==> config.mk <==
export PLATFORM = sky130hd
export DESIGN_NAME = invader_fleet
export DESIGN_NICKNAME = d
export VERILOG_FILES = /design/src/rtl/invader_fleet.sv
export SDC_FILE = /design/constraint.sdc
export NUM_CORES = 1
export LEC_CHECK = 0
export BUFFER_PORTS_ARGS = -buffer_cell sky130_fd_sc_hd__buf_2
export CAP_MARGIN = 40
export CORE_UTILIZATION = 60
export CTS_BUF_LIST = sky130_fd_sc_hd__clkbuf_2 sky130_fd_sc_hd__clkbuf_4 sky130_fd_sc_hd__clkbuf_8
export DETAILED_ROUTE_END_ITERATION = 6
export PLACE_DENSITY_LB_ADDON = 0.12
export SYNTH_ARGS = -nofsm -noshare
export SYNTH_HDL_FRONTEND = slang
export SYNTH_SLANG_ARGS = --single-unit
export TNS_END_PERCENT = 1
==> constraint.sdc <==
create_clock -name clk -period 8.9 [get_ports clk]
set_input_delay 1.78 -clock clk [delete_from_list [all_inputs] [get_ports clk]]
set_output_delay 1.78 -clock clk [all_outputs]
set_load 0.02 [all_outputs]
==> src/rtl/invader_fleet.sv <==
// invader_fleet: one-row invader formation that marches, descends, takes bullet hits and flags cleared/landed (FLEET_SPEEDUP_EN shortens the step period as kills mount)
module invader_fleet #(
  parameter int COLS = 20,
  parameter int LAND_LINE = 14,
  parameter int STEP_TICKS = 8,
  parameter logic [COLS-1:0] INIT_PATTERN = 20'b00101010101010101010
) (
  input  logic            clk,
  input  logic            reset,
  input  logic            clear,
  input  logic            Enable,
  input  logic            startPulse,
  input  logic [4:0]      BulletX,
  input  logic [3:0]      BulletY,
  input  logic            BulletActive,
  output logic [COLS-1:0] invArray,
  output logic [3:0]      invLine,
  output logic            hit,
  output logic            waveCleared,
  output logic            landed
);
  typedef enum logic [1:0] {IDLE, MARCH, CLEARED, LANDED} state_t;
  state_t state_q;
  logic [COLS-1:0] mask_q, hit_bit, post;
  logic [3:0] line_q, line_inc;
  logic [7:0] tick_q, period;
  logic dir_q, hit_q, wc_q, ld_q, hit_det, step, at_edge, load;
  assign load = state_q != MARCH && startPulse;
  assign hit_bit = {{(COLS-1){1'b0}}, 1'b1} << BulletX;
  assign hit_det = state_q == MARCH && BulletActive && BulletY == line_q && |(mask_q & hit_bit);
  assign post = hit_det ? mask_q & ~hit_bit : mask_q;
  assign step = Enable && tick_q >= period - 8'd1;
  assign at_edge = dir_q ? post[0] : post[COLS-1];
  assign line_inc = line_q + 4'd1;
`ifdef FLEET_SPEEDUP_EN
  logic [3:0] kills_q;
  // period shrinks by one Enable for every two kills, never below one
  always_comb period = STEP_TICKS > int'(kills_q >> 1) + 1 ? 8'(STEP_TICKS - int'(kills_q >> 1)) : 8'd1;
  // saturating kill counter, restarted with each wave
  always_ff @(posedge clk)
    if (reset || clear || load) kills_q <= '0;
    else if (hit_det && kills_q != 4'hF) kills_q <= kills_q + 4'd1;
`else
  assign period = 8'(STEP_TICKS);
`endif
  // wave FSM: load, collision removal, marching/descent and end-of-wave detection
  always_ff @(posedge clk) begin
    if (reset || clear) begin
      state_q <= IDLE;
      mask_q  <= '0;
      line_q  <= '0;
      dir_q   <= 1'b0;
      tick_q  <= '0;
      hit_q   <= 1'b0;
      wc_q    <= 1'b0;
      ld_q    <= 1'b0;
    end else begin
      hit_q <= hit_det;
      if (load) begin
        state_q <= MARCH;
        mask_q  <= INIT_PATTERN;
        line_q  <= '0;
        dir_q   <= 1'b0;
        tick_q  <= '0;
        wc_q    <= 1'b0;
        ld_q    <= 1'b0;
      end else if (state_q == MARCH) begin
        mask_q <= post;
        if (post == '0) begin
          state_q <= CLEARED;
          wc_q    <= 1'b1;
        end else if (step) begin
          tick_q <= '0;
          if (at_edge) begin
            line_q <= line_inc;
            dir_q  <= ~dir_q;
            if (line_inc == 4'(LAND_LINE)) begin
              state_q <= LANDED;
              ld_q    <= 1'b1;
            end
          end else mask_q <= dir_q ? post >> 1 : post << 1;
        end else if (Enable) tick_q <= tick_q + 8'd1;
      end
    end
  end
  assign invArray = mask_q;
  assign invLine = line_q;
  assign hit = hit_q;
  assign waveCleared = wc_q;
  assign landed = ld_q;
endmodule

Yosys cells after proc, flatten, opt, wreduce, memory -nomap -nowiden
Cells that the tools add are included.

operators by class
  add/sub/neg operators = 2
  multipliers = 0
  div/mod/pow operators = 0
  magnitude comparators = 1
  equal/unequal tests = 4
  shift-type cells = 1
  multiplexer cells = 16
  bitwise gates (word level) = 5
  reduce and logical (&&, ||, !) cells = 23

operators by type and width
  cell                                                                number
  2-to-1 mux 20 bit                                                   5
  bitwise AND 20 bit                                                  2
  2-to-1 mux 18 bit                                                   2
  zero test 20 bit                                                    1
  NOT 20 bit                                                          1
  OR reduction 20 bit                                                 1
  left shift 1 x 5 -> 20 bit (first input constant)                   1
  2-to-1 mux 8 bit                                                    2
  AND reduction 4 bit                                                 3
  nonzero test 2 bit                                                  5
  nonzero test 3 bit                                                  3
  adder 8 x 1 -> 8 bit (second input constant)                        1
  greater-or-equal comparator 8 x 3 -> 1 bit (second input constant)  1
  2-to-1 mux 2 bit                                                    4
  logical AND 1 bit                                                   5
  AND reduction 5 bit                                                 1
  adder 4 x 1 -> 4 bit (second input constant)                        1
  == test 4 bit                                                       1
  == test 4 bit (second input constant)                               1
  2-to-1 mux 1 bit                                                    3
  AND reduction 3 bit                                                 1
  == test 2 x 1 -> 1 bit (second input constant)                      1
  inequality test 2 x 1 -> 1 bit (second input constant)              1
  NOT 1 bit                                                           2
  other kinds (3)                                                     3

storage, ports and cells
  register bits = 38
  latch bits = 0
  RAM bits = 0
  ROM bits = 0
  word-level logic and storage cells = 62
  memories kept = 0

Depth between registers and ports, before layout
Gate-level depths: netlist of run 1.

  depth after elaboration = 11
  depth in mapped cells = 13

Least setup slack after synthesis of run 1
Ideal clock, no wire load.

  path type = in2reg
  from = input port BulletX[2]
  to = register tick_q[0]
  data arrival time = 4503 ps
  data required time = 8828 ps
  setup slack = 4325 ps
  stages = 13
  path buffers = 4
  cells stage by stage = buf_6 -> or3_1 -> clkbuf_1 -> o32a_1 -> a31oi_4 -> nor3b_1 -> buf_6 -> o41a_1 -> o22a_1 -> or4_1 -> buf_2 -> nand3_1 -> mux2i_1

between the ends
  longest elaborated chain between the ends = 8

ends and longest elaborated chain
  element                                   line  source
  start, declared                           13    input logic [4:0] BulletX,
  left shift 1 x 5 -> 20 bit (*)            29    assign hit_bit = {{(COLS-1){1'b0}}, 1'b1} << BulletX;
  bitwise AND 20 bit                        30    assign hit_det = state_q == MARCH && BulletActive && BulletY == line_q && |(mask_q & hit_bit);
  OR reduction 20 bit                       30
  logical AND 1 bit                         30
  2-to-1 mux 20 bit (*)                     31    assign post = hit_det ? mask_q & ~hit_bit : mask_q;
  zero test 20 bit (*)                      69    if (post == '0) begin
  NOT 1 bit (no source line) (*)            --
  AND reduction 3 bit (no source line) (*)  --
  end signal, assigned                      82    end else if (Enable) tick_q <= tick_q + 8'd1;
  end, declared                             26    logic [7:0] tick_q, period;

Mark *: on every way between the ends. The rest lies on a longest branch, timed or not.
A chain may end at the register's enable or synchronous reset.

Worst setup path after layout of run 1
  from = input port BulletX[1]
  to = register mask_q[15], in the netlist invArray[15]

between the ends
  longest elaborated chain between the ends = 11

ends and longest elaborated chain
  element                                                       line    source
  left shift 1 x 5 -> 20 bit (*)                                29
  bitwise AND 20 bit                                            30
  OR reduction 20 bit                                           30
  logical AND 1 bit                                             30
  2-to-1 mux 20 bit (*)                                         31
  2-to-1 mux 20 bit / 2-to-1 mux 1 bit (equally long branches)  81, 33
  2-to-1 mux 20 bit                                             74      if (at_edge) begin
  2-to-1 mux 20 bit                                             72      end else if (step) begin
  2-to-1 mux 20 bit (*)                                         69
  2-to-1 mux 18 bit (*)                                         67      end else if (state_q == MARCH) begin
  2-to-1 mux 18 bit (*)                                         59      if (load) begin
  end signal, assigned                                          68      mask_q <= post;
  end signal, assigned                                          81      end else mask_q <= dir_q ? post >> 1 : post << 1;
  end, declared                                                 24      logic [COLS-1:0] mask_q, hit_bit, post;

Mark *: on every way between the ends. The rest lies on a longest branch, timed or not. The select of a mux whose other input is x is not followed.

==> PnR_summary.wiki, run 1 <==
{| class="wikitable"
! Metric !! Value
|-
| Number of optimization iterations in the first detailed-route pass || 7
|-
| Post-Synthesis Net Count || 380
|-
| Tightest slew margin relative to the limit || 43.7%
|-
| # Max-Cap Violations || 0
|-
| Maximum vdd ir drop || 0.154 mV
|-
| Register bit count reported by yosys || 38
|-
| Number of buffers on the longest clock path || 2
|-
| Fin Hold WS || 448 ps
|-
| Maximum number of pins on one net before global-route repair || 38
|-
| Yosys warnings || 0
|-
| Final period utilization || 55.1%
|-
| Setup-failing EPs final || 0
|-
| Path type of the worst min-delay path || reg2reg
|-
| Critical path type || in2reg
|-
| Proportion of layout cells with a drive suffix above 1 || 16.9%
|-
| Worst skew pair latency || 300 ps
|-
| Power per unit of standard cell area || 135 nW/um^2
|-
| Layout net count || 407
|-
| Nature of the critical path endpoint || flip-flop
|-
| Critical path required time || 9110 ps
|-
| GRT Total Usage || 34.9%
|-
| Standard cell core area || 4350 sq um
|-
| Leakage power || 1.17 nW
|-
| Number of global-route vias before repair || 2629
|-
| Setup bufs post-CTS || 0
|-
| Peak fanout along the critical path || 14
|-
| Netlist cell types || 61
|-
| Hold Path Depth || 2
|-
| Startpoint type of the worst setup path || input pin
|-
| Iteration-0 DRC count of the detailed router || 398
|-
| DR vias/cell || 6.52
|-
| Final routed wirelength across all metal layers || 8010 um
|-
| Outcome || complete, but fails checks
|-
| CTS tree || built
|-
| RSZ-0062 raised after global routing || no
|-
| Most frequent cells in the layout || 42 x sky130_fd_sc_hd__nand2_1, 42 x sky130_fd_sc_hd__buf_2, 38 x sky130_fd_sc_hd__dfxtp_1
|-
| Number of cells upsized or downsized after cts || 0
|-
| Final antenna diode count || 0
|-
| Number of endpoints with negative hold slack in the final report || 0
|-
| Residual antenna-violating net count after detailed routing || 0
|-
| Die width || 69.2 um
|-
| Number of fill cells in the layout || 382
|-
| Sequential cell area fraction in the yosys report || 28.1%
|-
| Starting Density || 62.2%
|-
| Clock tree root driver cell || sky130_fd_sc_hd__clkbuf_8
|-
| Total of buffers placed on input and output ports || 41
|-
| Number of antenna violations at the first check in global routing || 0
|-
| Average wire per cell in the routed design || 18.1 um
|-
| Total die area || 4780 sq um
|-
| Overflow after GRT || 0
|-
| Max Clock Skew || 10.0 ps
|-
| Wire length of the first global-routing pass || 13300 um
|-
| Internal reg-to-reg setup slack || 5230 ps
|-
| Min cycle time layout || 4910 ps
|-
| Failing checks || design-rule violations
|-
| Cts hold-fix bufs || 0
|-
| IO Pins || 42
|-
| FF-to-FF End || invArray[15]$_SDFFE_PP0P_
|-
| Routability Congestion || 0.986
|-
| Num CTS Buffers || 5
|-
| HPWL after DPL || 5790 um
|-
| Hold path startpoint || tick_q[5]$_SDFFE_PP0P_
|-
| Drc violations || 1
|-
| CP Data Arrival Time || 5120 ps
|-
| H-tree depth || 2
|-
| Fin Setup TNS || 0 ps
|-
| Critical path startpoint || BulletX[1]
|-
| Via count || 2884
|-
| Synthesized area per cell || 7.48 sq um
|-
| Area of the mapped netlist || 2710 sq um
|-
| Number of enable flip-flop cells after synthesis || 0
|-
| Highest attainable clock frequency || 204 MHz
|-
| Worst-case hold path end point || tick_q[5]$_SDFFE_PP0P_
|-
| Fraction of registers with async set/reset || 0%
|-
| Slew at the pin with the worst max-slew slack || 833 ps
|-
| Clock sinks || 38
|-
| Clock transition at path regs || 80 ps
|-
| Floorplan row count || 24
|-
| Dominant register cell in the synthesized netlist || sky130_fd_sc_hd__dfxtp_1
|-
| Count of final max-slew check failures || 0
|-
| Startpoint of the worst-slack reg-to-reg timing path || state_q[0]$_SDFFE_PP0P_
|-
| Synthesized netlist cell count || 362
|-
| Layout-stage area growth over the synthesis result || 11.9%
|-
| Number of cells on the worst reg-to-reg path || 10
|-
| Die Height || 69.2 um
|}
[through the flow]
| stage | setup WS [ps] | area [sq um] | cells | total power [mW] | utilization [%] |
|---|---|---|---|---|---|
| detailed placement | 3800 | 2890 | 434 | 0.235 | 66.4 |
| floorplan | 4330 | 2710 | 362 | 0.220 | - |
| finish | 3990 | 3030 | 442 | 0.410 | 69.5 |
| CTS | 4090 | 3030 | 442 | 0.412 | 69.5 |
| global placement | 3740 | 2890 | 433 | 0.235 | 66.3 |
| global route | 3700 | 3030 | 442 | 0.426 | 69.5 |
[power breakdown]
group	switching, mW	internal, mW
Sequential	0.00429	0.173
Clock	0.0646	0.112
Combinational	0.0370	0.0184
[cell usage after synthesis (2+ instances only)]
cell | instances | area (sq um)
sky130_fd_sc_hd__a211oi_1 | 9 | 67.6
sky130_fd_sc_hd__xnor2_1 | 4 | 35.0
sky130_fd_sc_hd__a41oi_1 | 2 | 17.5
sky130_fd_sc_hd__and2_1 | 4 | 25.0
sky130_fd_sc_hd__mux2i_1 | 15 | 150
sky130_fd_sc_hd__a31oi_1 | 5 | 31.3
sky130_fd_sc_hd__o41a_1 | 2 | 22.5
sky130_fd_sc_hd__xor2_1 | 4 | 35.0
sky130_fd_sc_hd__buf_2 | 3 | 15.0
sky130_fd_sc_hd__a21o_1 | 5 | 37.5
sky130_fd_sc_hd__or2_2 | 3 | 18.8
sky130_fd_sc_hd__o211ai_1 | 3 | 22.5
sky130_fd_sc_hd__nand3_1 | 18 | 90.1
sky130_fd_sc_hd__clkbuf_1 | 18 | 67.6
sky130_fd_sc_hd__mux2_2 | 3 | 33.8
sky130_fd_sc_hd__o21a_1 | 2 | 15.0
sky130_fd_sc_hd__nor4_1 | 3 | 18.8
sky130_fd_sc_hd__and3_1 | 2 | 12.5
sky130_fd_sc_hd__o311ai_0 | 4 | 35.0
sky130_fd_sc_hd__inv_1 | 8 | 30.0
sky130_fd_sc_hd__nand2b_1 | 6 | 37.5
sky130_fd_sc_hd__o41ai_1 | 2 | 17.5
sky130_fd_sc_hd__nand4_1 | 7 | 43.8
sky130_fd_sc_hd__o21ai_0 | 16 | 80.1
sky130_fd_sc_hd__o22a_1 | 2 | 17.5
sky130_fd_sc_hd__or3_1 | 2 | 12.5
sky130_fd_sc_hd__or4_1 | 3 | 22.5
sky130_fd_sc_hd__a21oi_1 | 22 | 110
sky130_fd_sc_hd__nor3_1 | 20 | 100
sky130_fd_sc_hd__buf_6 | 2 | 22.5
sky130_fd_sc_hd__o31ai_1 | 14 | 105
sky130_fd_sc_hd__a311oi_1 | 2 | 17.5
sky130_fd_sc_hd__dfxtp_1 | 38 | 761
sky130_fd_sc_hd__nand2_1 | 42 | 158
sky130_fd_sc_hd__nor2b_1 | 3 | 18.8
sky130_fd_sc_hd__nor2_1 | 37 | 139
sky130_fd_sc_hd__ha_1 | 3 | 37.5
[logic make-up after synthesis]
family / count (synthesis) / synth area share (%)
simple gates: 159 / 28.7
compound gates: 103 / 27.1
flops: 38 / 28.1
buf+inv: 33 / 5.27
mux: 18 / 6.80
xor+xnor: 8 / 2.59
fa+ha+maj: 3 / 1.39
[sequential cells by signal (all words and copies together), names as in the netlist]
signal / flops
invArray: 20
tick_q: 8
landed: 1
waveCleared: 1
hit: 1
state_q: 2
invLine: 4
dir_q: 1
[critical path, cell delays in order]
cell	delay [ps]
sky130_fd_sc_hd__buf_2	220
sky130_fd_sc_hd__or3b_1	430
sky130_fd_sc_hd__nor3_1	250
sky130_fd_sc_hd__a211o_1	200
sky130_fd_sc_hd__nor3b_1	110
sky130_fd_sc_hd__buf_2	190
sky130_fd_sc_hd__o31ai_1	580
sky130_fd_sc_hd__o2111ai_1	260
sky130_fd_sc_hd__nor4_2	580
sky130_fd_sc_hd__nor3_1	220
sky130_fd_sc_hd__a211oi_1	290
[layout make-up]
class / instances / area (sq um) / share of cell area, %
Sequential cell: 38 / 761 / 25.1
Multi-Input combinational cell: 291 / 1810 / 59.6
Clock inverter: 3 / 68.8 / 2.27
Timing Repair Buffer: 44 / 225 / 7.44
Inverter: 9 / 33.8 / 1.12
Tap cell: 52 / 65.1 / 2.15
Clock buffer: 5 / 68.8 / 2.27
[per-layer routing]
| layer | wire length, um | track usage (%) |
|---|---|---|
| met5 | 0 | 0 |
| met4 | 214 | 14.5 |
| met3 | 422 | 5.85 |
| met2 | 3760 | 53.7 |
| met1 | 3620 | 48.1 |
[worst max-delay path by stage]
stage,slack (ps),depth (start not counted),to
floorplan,4330,13,tick_q[0]$_SDFFE_PP0P_
global placement,3740,10,invArray[15]$_SDFFE_PP0P_
detailed placement,3800,11,invArray[15]$_SDFFE_PP0P_
CTS,4090,11,invArray[15]$_SDFFE_PP0P_
global route,3700,9,invArray[11]$_SDFFE_PP0P_
finish,3990,11,invArray[15]$_SDFFE_PP0P_
No activity file was read; power rests on OpenSTA's default activity.
==> run 2: changes to the inputs <==
--- a/config.mk
+++ b/config.mk
@@ -7,7 +7,7 @@
 export LEC_CHECK = 0
 export BUFFER_PORTS_ARGS = -buffer_cell sky130_fd_sc_hd__buf_2
 export CAP_MARGIN = 40
-export CORE_UTILIZATION = 60
+export CORE_UTILIZATION = 59
 export CTS_BUF_LIST = sky130_fd_sc_hd__clkbuf_2 sky130_fd_sc_hd__clkbuf_4 sky130_fd_sc_hd__clkbuf_8
 export DETAILED_ROUTE_END_ITERATION = 6
 export PLACE_DENSITY_LB_ADDON = 0.12
==> constraint.sdc (replaced) <==
create_clock -name clk -period 4.67 [get_ports clk]
set_input_delay 0.934 -clock clk [delete_from_list [all_inputs] [get_ports clk]]
set_output_delay 0.934 -clock clk [all_outputs]
set_load 0.02 [all_outputs]
==> run 2 against run 1 <==
Clock power increased by 65%; cell count rose by 1.6%; register-to-register slack got worse by 4000 ps; sequential power increased by 91%; sequential share of layout area shrank 0.29 points; the flow now finishes without violations; combinational power is 99% higher; die area up 1.6%; design area up 1.2%; highest routed layer unchanged; non-clock buffer count up 8; flip-flop and latch count is the same; clock skew about the same; total power rose by 81%.
==> PnR_summary.wiki, run 2 (synthesis gave the netlist of run 1 again) <==
{| class="wikitable"
! Metric !! Value
|-
| Leakage power || 1.20 nW (+2.0%)
|-
| Clock sinks || 38 (unchanged)
|-
| Slew at the pin with the worst max-slew slack || 876 ps (+42.5 ps)
|-
| Die width || 69.7 um (+0.82%)
|-
| Starting Density || 61.7% (-0.43 points)
|-
| Num CTS Buffers || 5 (unchanged)
|-
| Clock tree root driver cell || sky130_fd_sc_hd__clkbuf_8
|-
| Tightest slew margin relative to the limit || 41.6% (-2.1 points)
|-
| Highest attainable clock frequency || 254 MHz
|-
| Power per unit of standard cell area || 241 nW/um^2 (+78%)
|-
| Maximum number of pins on one net before global-route repair || 37 (-2.6%)
|-
| Total of buffers placed on input and output ports || 41 (unchanged)
|-
| HPWL after DPL || 6080 um (+4.9%)
|-
| GRT Total Usage || 34.4% (-0.47 points)
|-
| Worst skew pair latency || 300 ps (about the same)
|-
| Critical path type || in2reg
|-
| Number of cells upsized or downsized after cts || 0 (unchanged)
|-
| Overall power || 739 uW (+81%)
|-
| Final period utilization || 84.4%
|-
| Average wire per cell in the routed design || 18.3 um (+0.83%)
|-
| IO Pins || 42 (unchanged)
|-
| Drc violations || 0 (-1)
|-
| Internal reg-to-reg setup slack || 1200 ps (-4030 ps)
|-
| Critical path required time || 4890 ps (-4220 ps)
|-
| Max Clock Skew || 10.3 ps (+0.230 ps)
|-
| Setup bufs post-CTS || 0 (unchanged)
|-
| Routability Congestion || 0.992 (+0.54%)
|-
| Outcome || finished clean
|-
| H-tree depth || 2 (unchanged)
|-
| Flip-flop count of the largest register after layout || 20 (unchanged)
|-
| Number of endpoints with negative hold slack in the final report || 0 (unchanged)
|-
| Iteration-0 DRC count of the detailed router || 309 (-22%)
|-
| Peak fanout along the critical path || 17 (+3)
|-
| Cts hold-fix bufs || 0 (unchanged)
|-
| Proportion of layout cells with a drive suffix above 1 || 18.4% (+1.5 points)
|-
| Number of antenna violations at the first check in global routing || 0 (unchanged)
|-
| Min cycle time layout || 3940 ps
|-
| Fin Setup TNS || 0 ps (unchanged)
|-
| Residual antenna-violating net count after detailed routing || 0 (unchanged)
|-
| Layout-stage area growth over the synthesis result || 13.2%
|-
| Layout net count || 415 (+2.0%)
|-
| Critical path startpoint || BulletX[2]
|-
| Die Height || 69.7 um (+0.82%)
|-
| DR vias/cell || 6.57 (+0.63%)
|-
| Floorplan row count || 24 (unchanged)
|-
| Path type of the worst min-delay path || reg2reg
|-
| CTS tree || built
|-
| Number of cells on the worst reg-to-reg path || 10 (unchanged)
|-
| Maximum vdd ir drop || 0.153 mV (-0.56%)
|-
| # Max-Cap Violations || 0 (unchanged)
|-
| Setup-failing EPs final || 0 (unchanged)
|-
| Total die area || 4860 sq um (+1.6%)
|-
| Final routed wirelength across all metal layers || 8200 um (+2.4%)
|-
| Last element of the critical path || tick_q[1]$_SDFFE_PP0P_
|-
| Number of buffers on the longest clock path || 2 (unchanged)
|-
| Startpoint of the worst-slack reg-to-reg timing path || invArray[1]$_SDFFE_PP0P_
|-
| Standard cell core area || 4380 sq um (+0.69%)
|-
| Number of global-route vias before repair || 2635 (+0.23%)
|-
| FF-to-FF End || tick_q[1]$_SDFFE_PP0P_
|-
| Nature of the critical path endpoint || flip-flop
|-
| Most frequent cells in the layout || 42 x sky130_fd_sc_hd__nand2_1, 42 x sky130_fd_sc_hd__buf_2, 38 x sky130_fd_sc_hd__dfxtp_1
|-
| Via count || 2948 (+2.2%)
|-
| Number of optimization iterations in the first detailed-route pass || 5 (-2)
|-
| CP Data Arrival Time || 4160 ps (-960 ps)
|-
| Final antenna diode count || 0 (unchanged)
|-
| Wire length of the first global-routing pass || 13300 um (+0.26%)
|-
| Startpoint type of the worst setup path || input pin
|-
| Clock transition at path regs || 70 ps (about the same)
|-
| Overflow after GRT || 0 (unchanged)
|-
| Count of final max-slew check failures || 0 (unchanged)
|-
| RSZ-0062 raised after global routing || no
|-
| Number of fill cells in the layout || 390 (+2.1%)
|}
-- run 2: cell types whose count changed in the layout (fill, tap and decap cells not counted), sizes merged --
cell | before | now
buf | 44 | 52
bufinv | 2 | 1
clkbuf | 5 | 6
clkinv | 1 | 0
-- run 2: how the worst min path moves through the flow --
stage	startpoint	endpoint	slack (ps)	cells past startpoint
floorplan	tick_q[5]$_SDFFE_PP0P_	tick_q[5]$_SDFFE_PP0P_	420	2
global placement	tick_q[5]$_SDFFE_PP0P_	tick_q[5]$_SDFFE_PP0P_	430	2
detailed placement	tick_q[5]$_SDFFE_PP0P_	tick_q[5]$_SDFFE_PP0P_	440	2
CTS	tick_q[5]$_SDFFE_PP0P_	tick_q[5]$_SDFFE_PP0P_	450	2
global route	tick_q[5]$_SDFFE_PP0P_	tick_q[5]$_SDFFE_PP0P_	470	2
finish	tick_q[5]$_SDFFE_PP0P_	tick_q[5]$_SDFFE_PP0P_	450	2
-- run 2: per-layer routing --
layer  global-route usage [%]  share of wire [%]  vias up
met5                        0                  0        -
met4                     13.8                3.0        0
met3                     6.54                7.2       31
met2                     53.9                 46      145
met1                     46.6                 44     1356
li1                         -                  -     1416
-- run 2: through the flow --
step	std cells	instance area [sq um]	setup WS [ps]	hold WS, ps	utilization [%]
CTS	449	3060	731	450	69.9
global placement	441	2950	535	434	67.2
global route	449	3060	581	471	69.9
floorplan	362	2710	941	422	-
detailed placement	442	2950	437	439	67.3
finish	449	3060	730	451	69.9
-- run 2: worst max-delay path: stages --
cell and delay, ps:
sky130_fd_sc_hd__buf_2 190, sky130_fd_sc_hd__or4b_1 520, sky130_fd_sc_hd__o211ai_1 160, sky130_fd_sc_hd__a22oi_2 140, sky130_fd_sc_hd__nor3b_1 200, sky130_fd_sc_hd__buf_2 180
sky130_fd_sc_hd__or4_1 500, sky130_fd_sc_hd__o22a_1 220, sky130_fd_sc_hd__or4_1 710, sky130_fd_sc_hd__nand3_1 210, sky130_fd_sc_hd__mux2i_1 210
-- run 2: power by group --
part / internal [mW] / switching (mW) / leakage [nW]
clock network: 0.171 / 0.121 / 0.0573
registers: 0.330 / 0.00852 / 0.308
logic: 0.0382 / 0.0717 / 0.831
-- run 2: final cells by class --
class                      count  area [sq um]  area share, %
clock buffer                   6          82.6           2.70
clock inverter                 1          30.0          0.980
inverter                       9          33.8           1.10
multi-input combinational    291          1810           58.9
sequential                    38           761           24.8
tap                           52          65.1           2.12
timing repair buffer          52           285           9.31
==> run 3: changes to the inputs <==
==> constraint.sdc (replaced) <==
create_clock -name clk -period 3.9 [get_ports clk]
set_input_delay 0.78 -clock clk [delete_from_list [all_inputs] [get_ports clk]]
set_output_delay 0.78 -clock clk [all_outputs]
set_load 0.02 [all_outputs]
==> run 3 against run 2 <==
Core utilization grew 3.3 points; largest power group unchanged; wire length grew 5.7%; register-to-register slack lost 630 ps; critical path depth is the same; sequential share of layout area shrank 1.1 points.
==> PnR_summary.wiki, run 3 (synthesis gave the netlist of run 1 again) <==
{| class="wikitable"
! Metric !! Value
|-
| Outcome || finished clean
|-
| Switch Pwr || 254 uW (+26%)
|-
| Placed instance area || 3110 sq um (+5.3%)
|-
| Min cycle time layout || 3630 ps
|-
| Count of final max-slew check failures || 0 (unchanged)
|-
| Drc violations || 0 (unchanged)
|-
| Average wire per cell in the routed design || 18.4 um (+0.78%)
|-
| Highest attainable clock frequency || 276 MHz
|-
| Inst Count DP || 463 (+4.8%)
|-
| GRT Total Usage || 36.6% (+2.2 points)
|-
| Routability Congestion || 1.01 (+1.9%)
|-
| Number of endpoints with negative hold slack in the final report || 0 (unchanged)
|-
| Fin Hold WS || 475 ps (+24.0 ps)
|-
| Layout Cell Area excl Fill || 3210 sq um (+4.7%)
|-
| Flip-flop count of the largest register after layout || 20 (unchanged)
|-
| Nature of the critical path endpoint || flip-flop
|-
| Worst skew pair latency || 300 ps (about the same)
|-
| Worst setup timing slack at the placement stage || -114 ps (-551 ps)
|-
| Startpoint type of the worst setup path || input pin
|-
| Overall power || 845 uW (+14%)
|-
| Standard cell core area || 4380 sq um (unchanged)
|-
| Leakage power || 1.29 nW (+7.5%)
|-
| Portion of total power attributed to sequential cells || 47.9% (+2.2 points)
|-
| Clock Power Share || 35.0% (-4.4 points)
|-
| Peak fanout along the critical path || 14 (-3)
|-
| Number of buffers on the longest clock path || 2 (unchanged)
|-
| Final period utilization || 93.0%
|-
| RSZ-0062 raised after global routing || no
|-
| Comb power frac || 17.1% (+2.2 points)
|-
| Critical path required time || 4090 ps (-800 ps)
|-
| Total die area || 4860 sq um (unchanged)
|-
| Clock tree root driver cell || sky130_fd_sc_hd__clkbuf_8
|-
| Overflow after GRT || 0 (unchanged)
|-
| Fin Setup TNS || 0 ps (unchanged)
|-
| Final routed wirelength across all metal layers || 8670 um (+5.7%)
|-
| Wire length of the first global-routing pass || 14000 um (+5.2%)
|-
| Layout-stage area growth over the synthesis result || 18.5%
|-
| Via count || 3124 (+6.0%)
|-
| Top cell by count, worst path || sky130_fd_sc_hd__buf_2
|-
| Die Height || 69.7 um (unchanged)
|-
| IO Pins || 42 (unchanged)
|-
| Clock sinks || 38 (unchanged)
|-
| Setup-failing EPs final || 0 (unchanged)
|-
| Maximum number of pins on one net before global-route repair || 37 (unchanged)
|-
| Residual antenna-violating net count after detailed routing || 0 (unchanged)
|-
| Iteration-0 DRC count of the detailed router || 277 (-10%)
|-
| Worst path max stage delay || 610 ps (-100 ps)
|-
| Final non-filler cell total || 471 (+4.9%)
|-
| Num CTS Buffers || 5 (unchanged)
|-
| Maximum vdd ir drop || 0.200 mV (+31%)
|-
| Setup ws final || 272 ps (-457 ps)
|-
| Layout net count || 436 (+5.1%)
|-
| Slew at the pin with the worst max-slew slack || 814 ps (-62.3 ps)
|-
| Clock transition at path regs || 70 ps (about the same)
|-
| Max Clock Skew || 9.22 ps (-1.04 ps)
|-
| H-tree depth || 2 (unchanged)
|-
| Number of global-route vias before repair || 2831 (+7.4%)
|-
| Tightest slew margin relative to the limit || 45.8% (+4.2 points)
|-
| Die width || 69.7 um (unchanged)
|-
| Sequence of cells on the critical path || buf_2 -> or3b_1 -> nor3_1 -> a211o_1 -> nor3b_1 -> buf_2 -> or4_1 -> o22a_1 -> or4_4 -> a41oi_1 -> nor2_1
|-
| Floorplan row count || 24 (unchanged)
|-
| Switching Share || 30.0% (+2.9 points)
|-
| # Max-Cap Violations || 0 (unchanged)
|-
| Cell at the slowest stage of the critical path || sky130_fd_sc_hd__or4_4
|-
| Number of antenna violations at the first check in global routing || 0 (unchanged)
|-
| Critical path type || in2reg
|-
| Setup bufs post-CTS || 0 (unchanged)
|-
| P_int || 591 uW (+9.8%)
|-
| CP Data Arrival Time || 3810 ps (-350 ps)
|-
| Total of buffers placed on input and output ports || 41 (unchanged)
|-
| DR vias/cell || 6.63 (+1.0%)
|-
| HPWL after DPL || 6470 um (+6.5%)
|-
| Most frequent cells in the layout || 42 x sky130_fd_sc_hd__nand2_1, 42 x sky130_fd_sc_hd__buf_2, 38 x sky130_fd_sc_hd__dfxtp_1
|-
| Final core area utilization || 73.1% (+3.3 points)
|-
| Proportion of layout cells with a drive suffix above 1 || 22.9% (+4.5 points)
|-
| Final antenna diode count || 0 (unchanged)
|-
| Starting Density || 61.7% (unchanged)
|-
| CTS tree || built
|-
| Power per unit of standard cell area || 263 nW/um^2 (+9.1%)
|-
| Number of optimization iterations in the first detailed-route pass || 5 (unchanged)
|-
| Path type of the worst min-delay path || reg2reg
|}
run 3: path summary, 6_finish.rpt:
path	from	to	slack [ps]	cells past startpoint
max reg2reg	invArray[19]$_SDFFE_PP0P_	tick_q[2]$_SDFFE_PP0P_	570	10
min reg2reg	waveCleared$_SDFFE_PP0P_	waveCleared$_SDFFE_PP0P_	470	2
max	BulletX[1]	tick_q[2]$_SDFFE_PP0P_	270	11
min	waveCleared$_SDFFE_PP0P_	waveCleared$_SDFFE_PP0P_	470	2
run 3: power by group through the flow:
stage | clock network [mW] | registers (mW) | logic, mW
after global placement | 0 | 0.414 | 0.136
final | 0.296 | 0.405 | 0.144
after floorplan | 0 | 0.417 | 0.0839
after global routing | 0.309 | 0.405 | 0.156
after detailed placement | 0 | 0.414 | 0.138
after CTS | 0.298 | 0.404 | 0.139
run 3: worst max-delay path: cells and delay by family:
family                 cells  cell delay (ps)
AND/OR/NAND/NOR            6             1940
AO/OA/AOI/OAI              3              680
buffers and inverters      2              410
run 3: layout make-up:
type                       count  area, sq um
multi-input combinational    291         1810
fill                         393         1180
sequential                    38          761
timing repair buffer          73          443
clock buffer                   6         82.6
tap                           52         65.1
inverter                       9         33.8
clock inverter                 2         12.5
run 3: what timing repair did:
action,4_1_cts,5_1_grt
resized for setup,0,1
hold buffers,0,0
setup endpoints to repair,0,1
run 3: metal layers:
metal,part of all wire [%],global-route usage [%],vias up
met1,42,46.9,1457
met4,3.6,15.6,0
met3,7.4,6.98,36
met2,47,60.3,166
li1,-,-,1465
met5,0,0,-
